### config.mk
export PLATFORM = sky130hd
export DESIGN_NAME = fu_sequencer_flat
export DESIGN_NICKNAME = d
export VERILOG_FILES = /design/src/rtl/fu_sequencer_if.sv /design/src/rtl/fu_sequencer.sv /design/src/flat_wrapper.sv
export SDC_FILE = /design/constraint.sdc
export NUM_CORES = 1
export LEC_CHECK = 0
export BUFFER_PORTS_ARGS = -buffer_cell sky130_fd_sc_hd__buf_2
export CAP_MARGIN = 25
export CORE_ASPECT_RATIO = 1.5
export CORE_MARGIN = 2
export CORE_UTILIZATION = 55
export CTS_CLUSTER_SIZE = 25
export DETAILED_ROUTE_END_ITERATION = 12
export PLACE_DENSITY_LB_ADDON = 0.15
export RECOVER_POWER = 25
export SYNTH_ARGS = -nofsm -noshare
export SYNTH_HDL_FRONTEND = slang
export SYNTH_SLANG_ARGS = --single-unit
### constraint.sdc
create_clock -name clk -period 4.57 [get_ports clk]
set_input_delay 0.6855 -clock clk [delete_from_list [all_inputs] [get_ports clk]]
set_output_delay 0.6855 -clock clk [all_outputs]
set_load 0.02 [all_outputs]
### src/rtl/fu_sequencer_if.sv
// Instruction handshake between the instruction source (master) and fu_sequencer (slave).
interface fu_sequencer_if;
  logic        instr_valid;
  logic        instr_ready;
  logic [15:0] instr;

  modport master (output instr_valid, output instr, input instr_ready);
  modport slave  (input instr_valid, input instr, output instr_ready);
endinterface

### src/rtl/fu_sequencer.sv
// Issue-side controller for the 16-bit function unit: IDLE -> EXEC -> WB, 8x16 register file, V/C/N/Z flags.
// Optional macro FU_SEQ_COND_EN: instr[2:0] becomes a flag condition that gates write-back.
module fu_sequencer #(
  parameter int DATA_W = 16,
  parameter int NREG   = 8,
  parameter int FS_W   = 4
) (
  input  logic                     clk,
  input  logic                     rst_n,
  fu_sequencer_if.slave            instr_bus,
  input  logic                     ld_valid,
  input  logic [$clog2(NREG)-1:0]  ld_addr,
  input  logic [DATA_W-1:0]        ld_data,
  input  logic [$clog2(NREG)-1:0]  rd_addr,
  output logic [DATA_W-1:0]        rd_data,
  output logic [FS_W-1:0]          fu_fs,
  output logic [DATA_W-1:0]        fu_a,
  output logic [DATA_W-1:0]        fu_b,
  input  logic [DATA_W-1:0]        fu_result,
  input  logic                     fu_v,
  input  logic                     fu_c,
  input  logic                     fu_n,
  input  logic                     fu_z,
  output logic [3:0]               flags,
  output logic                     done,
  output logic                     err
);
  localparam int AW = $clog2(NREG);

  typedef enum logic [1:0] {IDLE, EXEC, WB} state_t;

  state_t            state;
  logic [DATA_W-1:0] regs [NREG];
  logic [AW-1:0]     rd_p0;
  logic [DATA_W-1:0] result_p1;
  logic [3:0]        status_p1;
  logic              wb_en_p1;
  logic              legal;
  logic              cond_ok;

  function automatic logic fs_legal(input logic [FS_W-1:0] fs);
    return (fs != 4'h0) && (fs != 4'hE) && (fs != 4'hF);
  endfunction

`ifdef FU_SEQ_COND_EN
  logic [2:0] cond_p0;

  // f is {V,C,N,Z}
  function automatic logic cond_pass(input logic [2:0] cond, input logic [3:0] f);
    case (cond)
      3'd0:    return 1'b1;
      3'd1:    return f[0];
      3'd2:    return !f[0];
      3'd3:    return f[1];
      3'd4:    return !f[1];
      3'd5:    return f[2];
      3'd6:    return f[3];
      default: return 1'b0;
    endcase
  endfunction

  assign cond_ok = cond_pass(cond_p0, flags);
`else
  logic unused_cond;
  assign unused_cond = ^instr_bus.instr[2:0];
  assign cond_ok     = 1'b1;
`endif

  assign legal                 = fs_legal(fu_fs);
  assign rd_data               = regs[rd_addr];
  assign instr_bus.instr_ready = rst_n && (state == IDLE) && !ld_valid;

  always_ff @(posedge clk or negedge rst_n) begin
    if (!rst_n) begin
      state     <= IDLE;
      for (int i = 0; i < NREG; i++) regs[i] <= '0;
      rd_p0     <= '0;
      result_p1 <= '0;
      status_p1 <= '0;
      wb_en_p1  <= 1'b0;
      fu_fs     <= '0;
      fu_a      <= '0;
      fu_b      <= '0;
      flags     <= '0;
      done      <= 1'b0;
      err       <= 1'b0;
`ifdef FU_SEQ_COND_EN
      cond_p0   <= '0;
`endif
    end else begin
      done <= 1'b0;
      err  <= 1'b0;
      case (state)
        // Stage p0: direct load has priority over accepting an instruction
        IDLE: begin
          if (ld_valid) begin
            regs[ld_addr] <= ld_data;
          end else if (instr_bus.instr_valid) begin
            fu_fs <= instr_bus.instr[15:12];
            rd_p0 <= instr_bus.instr[11:9];
            fu_a  <= regs[instr_bus.instr[8:6]];
            fu_b  <= regs[instr_bus.instr[5:3]];
`ifdef FU_SEQ_COND_EN
            cond_p0 <= instr_bus.instr[2:0];
`endif
            state <= EXEC;
          end
        end
        // Stage p1: function unit is driven this cycle; sample only for legal codes
        EXEC: begin
          if (legal) begin
            result_p1 <= fu_result;
            status_p1 <= {fu_v, fu_c, fu_n, fu_z};
          end
          wb_en_p1 <= legal && cond_ok;
          done     <= 1'b1;
          err      <= !legal && cond_ok;
          fu_fs    <= '0;
          fu_a     <= '0;
          fu_b     <= '0;
          state    <= WB;
        end
        // Stage p2: retire
        WB: begin
          if (wb_en_p1) begin
            regs[rd_p0] <= result_p1;
            flags       <= status_p1;
          end
          state <= IDLE;
        end
        default: state <= IDLE;
      endcase
    end
  end
endmodule

### src/flat_wrapper.sv
// flat-port wrapper written by rule: the top's interface ports become plain ports
module fu_sequencer_flat 
#(
  parameter int DATA_W = 16,
  parameter int NREG   = 8,
  parameter int FS_W   = 4
)
  (clk, rst_n, ld_valid, ld_addr, ld_data, rd_addr, rd_data, fu_fs, fu_a, fu_b, fu_result, fu_v, fu_c, fu_n, fu_z, flags, done, err, instr_bus_instr_valid, instr_bus_instr, instr_bus_instr_ready);
  fu_sequencer_if instr_bus_i ();
  input  logic clk;
  input  logic rst_n;
  input  logic ld_valid;
  input  logic [$clog2(NREG)-1:0] ld_addr;
  input  logic [DATA_W-1:0] ld_data;
  input  logic [$clog2(NREG)-1:0] rd_addr;
  output logic [DATA_W-1:0] rd_data;
  output logic [FS_W-1:0] fu_fs;
  output logic [DATA_W-1:0] fu_a;
  output logic [DATA_W-1:0] fu_b;
  input  logic [DATA_W-1:0] fu_result;
  input  logic fu_v;
  input  logic fu_c;
  input  logic fu_n;
  input  logic fu_z;
  output logic [3:0] flags;
  output logic done;
  output logic err;
  input wire logic [$bits(instr_bus_i.instr_valid)-1:0] instr_bus_instr_valid;
  input wire logic [$bits(instr_bus_i.instr)-1:0] instr_bus_instr;
  output wire logic [$bits(instr_bus_i.instr_ready)-1:0] instr_bus_instr_ready;
  assign instr_bus_i.instr_valid = instr_bus_instr_valid;
  assign instr_bus_i.instr = instr_bus_instr;
  assign instr_bus_instr_ready = instr_bus_i.instr_ready;
  fu_sequencer #(.DATA_W(DATA_W), .NREG(NREG), .FS_W(FS_W)) u_core (.clk(clk), .rst_n(rst_n), .instr_bus(instr_bus_i), .ld_valid(ld_valid), .ld_addr(ld_addr), .ld_data(ld_data), .rd_addr(rd_addr), .rd_data(rd_data), .fu_fs(fu_fs), .fu_a(fu_a), .fu_b(fu_b), .fu_result(fu_result), .fu_v(fu_v), .fu_c(fu_c), .fu_n(fu_n), .fu_z(fu_z), .flags(flags), .done(done), .err(err));
endmodule
Yosys cells after proc, flatten, opt, wreduce, memory -nomap -nowiden
Cells that the tools add are included.
- input bits: 62
- output and inout bits: 59
- logic and storage cells: 90
- flip-flop bits (word level): 196
- reductions and logical operators: 18
- bitwise gates (word level): 6
- $lt $le $gt $ge: 7
- muxes and demuxes: 32
- equal/unequal tests: 8
- operators with widths (operator ; number):
    $bwmux W128 ; 2
    $mux W128 ; 2
    $pmux W128 S2 ; 1
    $mux W16 ; 12
    $bmux W16 S3 ; 3
    $demux W16 S3 ; 2
    $pmux W16 S2 ; 2
    $ge A4 B4 Y1 const B ; 5
    $not A3 Y4 ; 5
    $reduce_and A3 Y1 ; 3
    $lt A4 B1 Y1 const B ; 2
    $mux W4 ; 2
    $ne A4 B4 Y1 const B ; 2
    $pmux W4 S2 ; 1
    $logic_and A1 B1 Y1 ; 6
    $ne A2 B2 Y1 const B ; 3
    $reduce_and A2 Y1 ; 3
    $mux W2 ; 2
    $pmux W2 S2 ; 1
    $reduce_bool A2 Y1 ; 2
    $reduce_bool A4 Y1 ; 1
    $eq A2 B1 Y1 const B ; 1
    $eq A2 B2 Y1 const B ; 1
    $logic_not A1 Y1 ; 2
    other kinds (4) ; 5

Logic depth before layout (Yosys ltp)
- depth in word-level cells: 8
- gate-level depth with buffers: 7
- gate-level depth less buffers: 5

Least setup slack after synthesis
No wires, ideal clock.
- kind: in2out
- from: input rd_addr[0]
- to: output rd_data[0]
- setup slack: 1838 ps
- stages on the path: 4
- path buffers: 2
- arrival: 2046 ps
- path through: clkbuf_1 > buf_2 > mux4_2 > mux2_2
- word-level cells in the longest chain between the ends: 4
- RTL lines (element ; line ; RTL):
    from (decl) ; flat_wrapper.sv:15 ; input logic [$clog2(NREG)-1:0] rd_addr;
    $not A3 Y4 (not written as such) ; fu_sequencer.sv:70 ; assign rd_data = regs[rd_addr];
    $bmux W16 S3 ; fu_sequencer.sv:70 ;
    $mux W16 (not written as such) (2 in series) ; fu_sequencer.sv:70 ;
    to (decl) ; flat_wrapper.sv:16 ; output logic [DATA_W-1:0] rd_data;
Every way passes these cells. The select of a mux whose other input is x is not followed.

Worst setup path in the final report
- from: input rd_addr[0]
- to: output rd_data[5]
The elaborated chain is that of the path after synthesis.

==> run_results.csv <==
group,metric,value,unit
setup_path,required,3.88,ns
detailed_routing,via_per_inst,7.05,
sta,slew_headroom,-24.6,%
grt,antenna_found_initial,0,
setup_path,end_kind,"primary output",
cts,cts_tree,"yes",
detailed_routing,num_vias,8746,
yosys,ys_ff_latch,196,
yosys,yosysWarnings,0,
sta,worst_pin_slew,1.87,ns
status,status,"finished, violations left",
power_and_ir_drop,ir_drop,0.000287,V
detailed_routing,dr.pass1.iters,7,
setup_path,arrival,2.41,ns
placement,gp_congestion,0.884,
sta,clock_skew,0.0120,ns
sta,period_minus_slack,3.09,ns
yosys,synth_nets,939,
cts,insertion_delay,0.46,ns
grt,grt_max_degree,77,
final_layout,drive_gt1_share,45.8,%
detailed_routing,drt_iter0_markers,853,
yosys,syn_area,0.0116,mm²
detailed_routing,ant_nets,0,
cts,numCtsBuffers,17,
cts,post_cts_buffers,0,
setup_path,worstSetupPathType,"input port to primary output",
sta,setup_violations,0,
sta,fin_setup_tns,0,ns
final_layout,fin_cells,1241,
cts,htreeDepth,4,
grt,grt_pass1_vias,8999,
run,drv_cap,1,
setup_path,crit_fanout,32,
floorplanning,initial_utilization,55.6,%
placement,dp_hpwl,22400,µm
detailed_routing,wl_per_cell,29.3,µm
setup_path,critPathLaunchType,"input port",
yosys,yosysUniqueCellTypes,38,
floorplanning,die_h,182,µm
cts,cts_buffer_depth,2,
final_layout,fin_nets,1022,
hold_path,hold_class,"input port to asynchronous set/reset pin",
grt,grt_pass1_wl,54800,µm
sta,maxSlewViolCount,36,
sta,fin_crit_sh,67.6,%
detailed_routing,drc_errors,0,
detailed_routing,routed_wl,36400,µm
yosys,syn_inst,877,
power_and_ir_drop,leakage,5.91,nW
floorplanning,io_pins,121,
power_and_ir_drop,p_per_area,380,mW/mm²
floorplanning,placementRows,65,
status,violations,"capacitance limit, slew limit",
floorplanning,die_x,123,µm
floorplanning,die-area,0.0223,mm²
floorplanning,core,0.0209,mm²
cts,clk_pin_slew,0.07,ns
grt,grt_usage,34.1,%
placement,port_buffers,117,
cts,root_buffer,"clkbuf_16",
cts,cts.repair.resized,0,
final_layout,diodes,0,
sta,rsz0062_at_grt,"false",
sta,fmax,323,MHz
final_layout,area_growth,11.1,%
grt,grt-ovfl-total,0,
placement,placedCellCount,1208,
yosys,seq_area_frac_synth,42.2,%
sta,hold_viol_final,0,
cts,clock-sinks,196,
cts,ctsHoldBuffers,0,
yosys,syn_avg_cell_area,13.2,µm²
## report_power, final
part / total, mW / internal, mW / switching, mW
clock: 1.45 / 0.712 / 0.739
combinational: 1.20 / 0.571 / 0.629
sequential: 2.25 / 2.00 / 0.249
## synthesized netlist by cell type (all sizes together)
library cell  count  area [µm²]
dfrtp           196        4900
inv               2        7.50
nor2b             1        6.26
buf              42         282
or3               2        12.5
o22ai           128         801
clkbuf           41         155
nor4              1        6.26
nand3            34         170
nand2b            2        20.0
and2              2        12.5
a21oi             4        20.0
mux4             96        2160
a31oi             1        6.26
nand3b            6        45.0
mux2            168        2040
or3b              6        52.6
nor3              1        5.00
mux2i            33         330
a21o              1        7.51
o21ai            40         253
clkinv            1        3.75
nand2            51         194
nor2             18         119
## critical path: stages
cell and delay, ns:
buf_2 0.07, buf_4 0.56, mux4_2 0.59, mux2_2 0.31, buf_2 0.17
## area by class of cell
type                       instances  area [µm²]
multi-input combinational        595        6280
fill                            1696        8000
sequential                       196        4900
timing repair buffer             147         828
clock buffer                      18         429
tap                              268         335
inverter                           3        11.3
clock inverter                    14         116
## metrics by stage
step                      total power [mW]  setup slack (ns)  instance area, µm²  utilization, %  hold WS [ns]
final                                 4.90              1.48               12900            61.7         0.254
after global routing                  5.09              1.39               12900            61.7         0.304
after CTS                             4.91              1.47               12900            61.7         0.272
after detailed placement              3.46              1.47               12300            59.0         0.487
after global placement                3.43              1.47               12300            59.0         0.480
after floorplan                       3.03              1.84               11600               -         0.390
## cell families (layout without fill, tap and decap cells)
kind of cell,count (synthesis),after routing,share of synthesized area (%)
flops,196,196,42.2
simple gates,124,124,5.54
buf+inv,86,182,3.86
mux,297,297,39.0
compound gates,174,174,9.36
## final timing paths
path / from / endpoint / slack (ns) / cells after the start
min: rst_n / u_core.done / 0.25 / 1
max reg2reg: u_core.state[1] / u_core.regs[3] / 1.77 / 5
max in group asynchronous: rst_n / u_core.status_p1[2] / 2.98 / 2
min in group clk: instr_bus_instr[11] / u_core.rd_p0[2] / 0.44 / 3
max: rd_addr[0] / rd_data[5] / 1.48 / 5
min reg2reg: u_core.fu_a[13] / u_core.fu_a[13] / 0.50 / 2
## per-layer routing
layer  share of wire [%]  vias to the layer above  GRT usage (%)
met2                  50                      504           54.9
met1                  36                     4482           43.4
met4                 5.3                        0           18.3
li1                    -                     3623              -
met3                 8.2                      137           6.44
met5                   0                        -              0
## sequential cells by signal, indices dropped and copies added, names as in the netlist
name	flops
u_core.done	1
u_core.err	1
u_core.flags	4
u_core.fu_a	16
u_core.fu_b	16
u_core.fu_fs	4
u_core.rd_p0	3
u_core.regs	128
u_core.result_p1	16
u_core.state	2
u_core.status_p1	4
u_core.wb_en_p1	1
## cells in the final DEF (no fill, tap or decap), types with 32 or more instances in the layout
cell type | netlist | routed
mux2_2 | 110 | 110
buf_2 | 24 | 116
mux2_4 | 40 | 40
mux2i_1 | 33 | 33
o22ai_1 | 128 | 128
nand2_1 | 50 | 49
o21ai_0 | 32 | 32
dfrtp_1 | 196 | 196
mux4_2 | 96 | 96
nand3_1 | 34 | 34
Power figures use the tool's default switching activity.
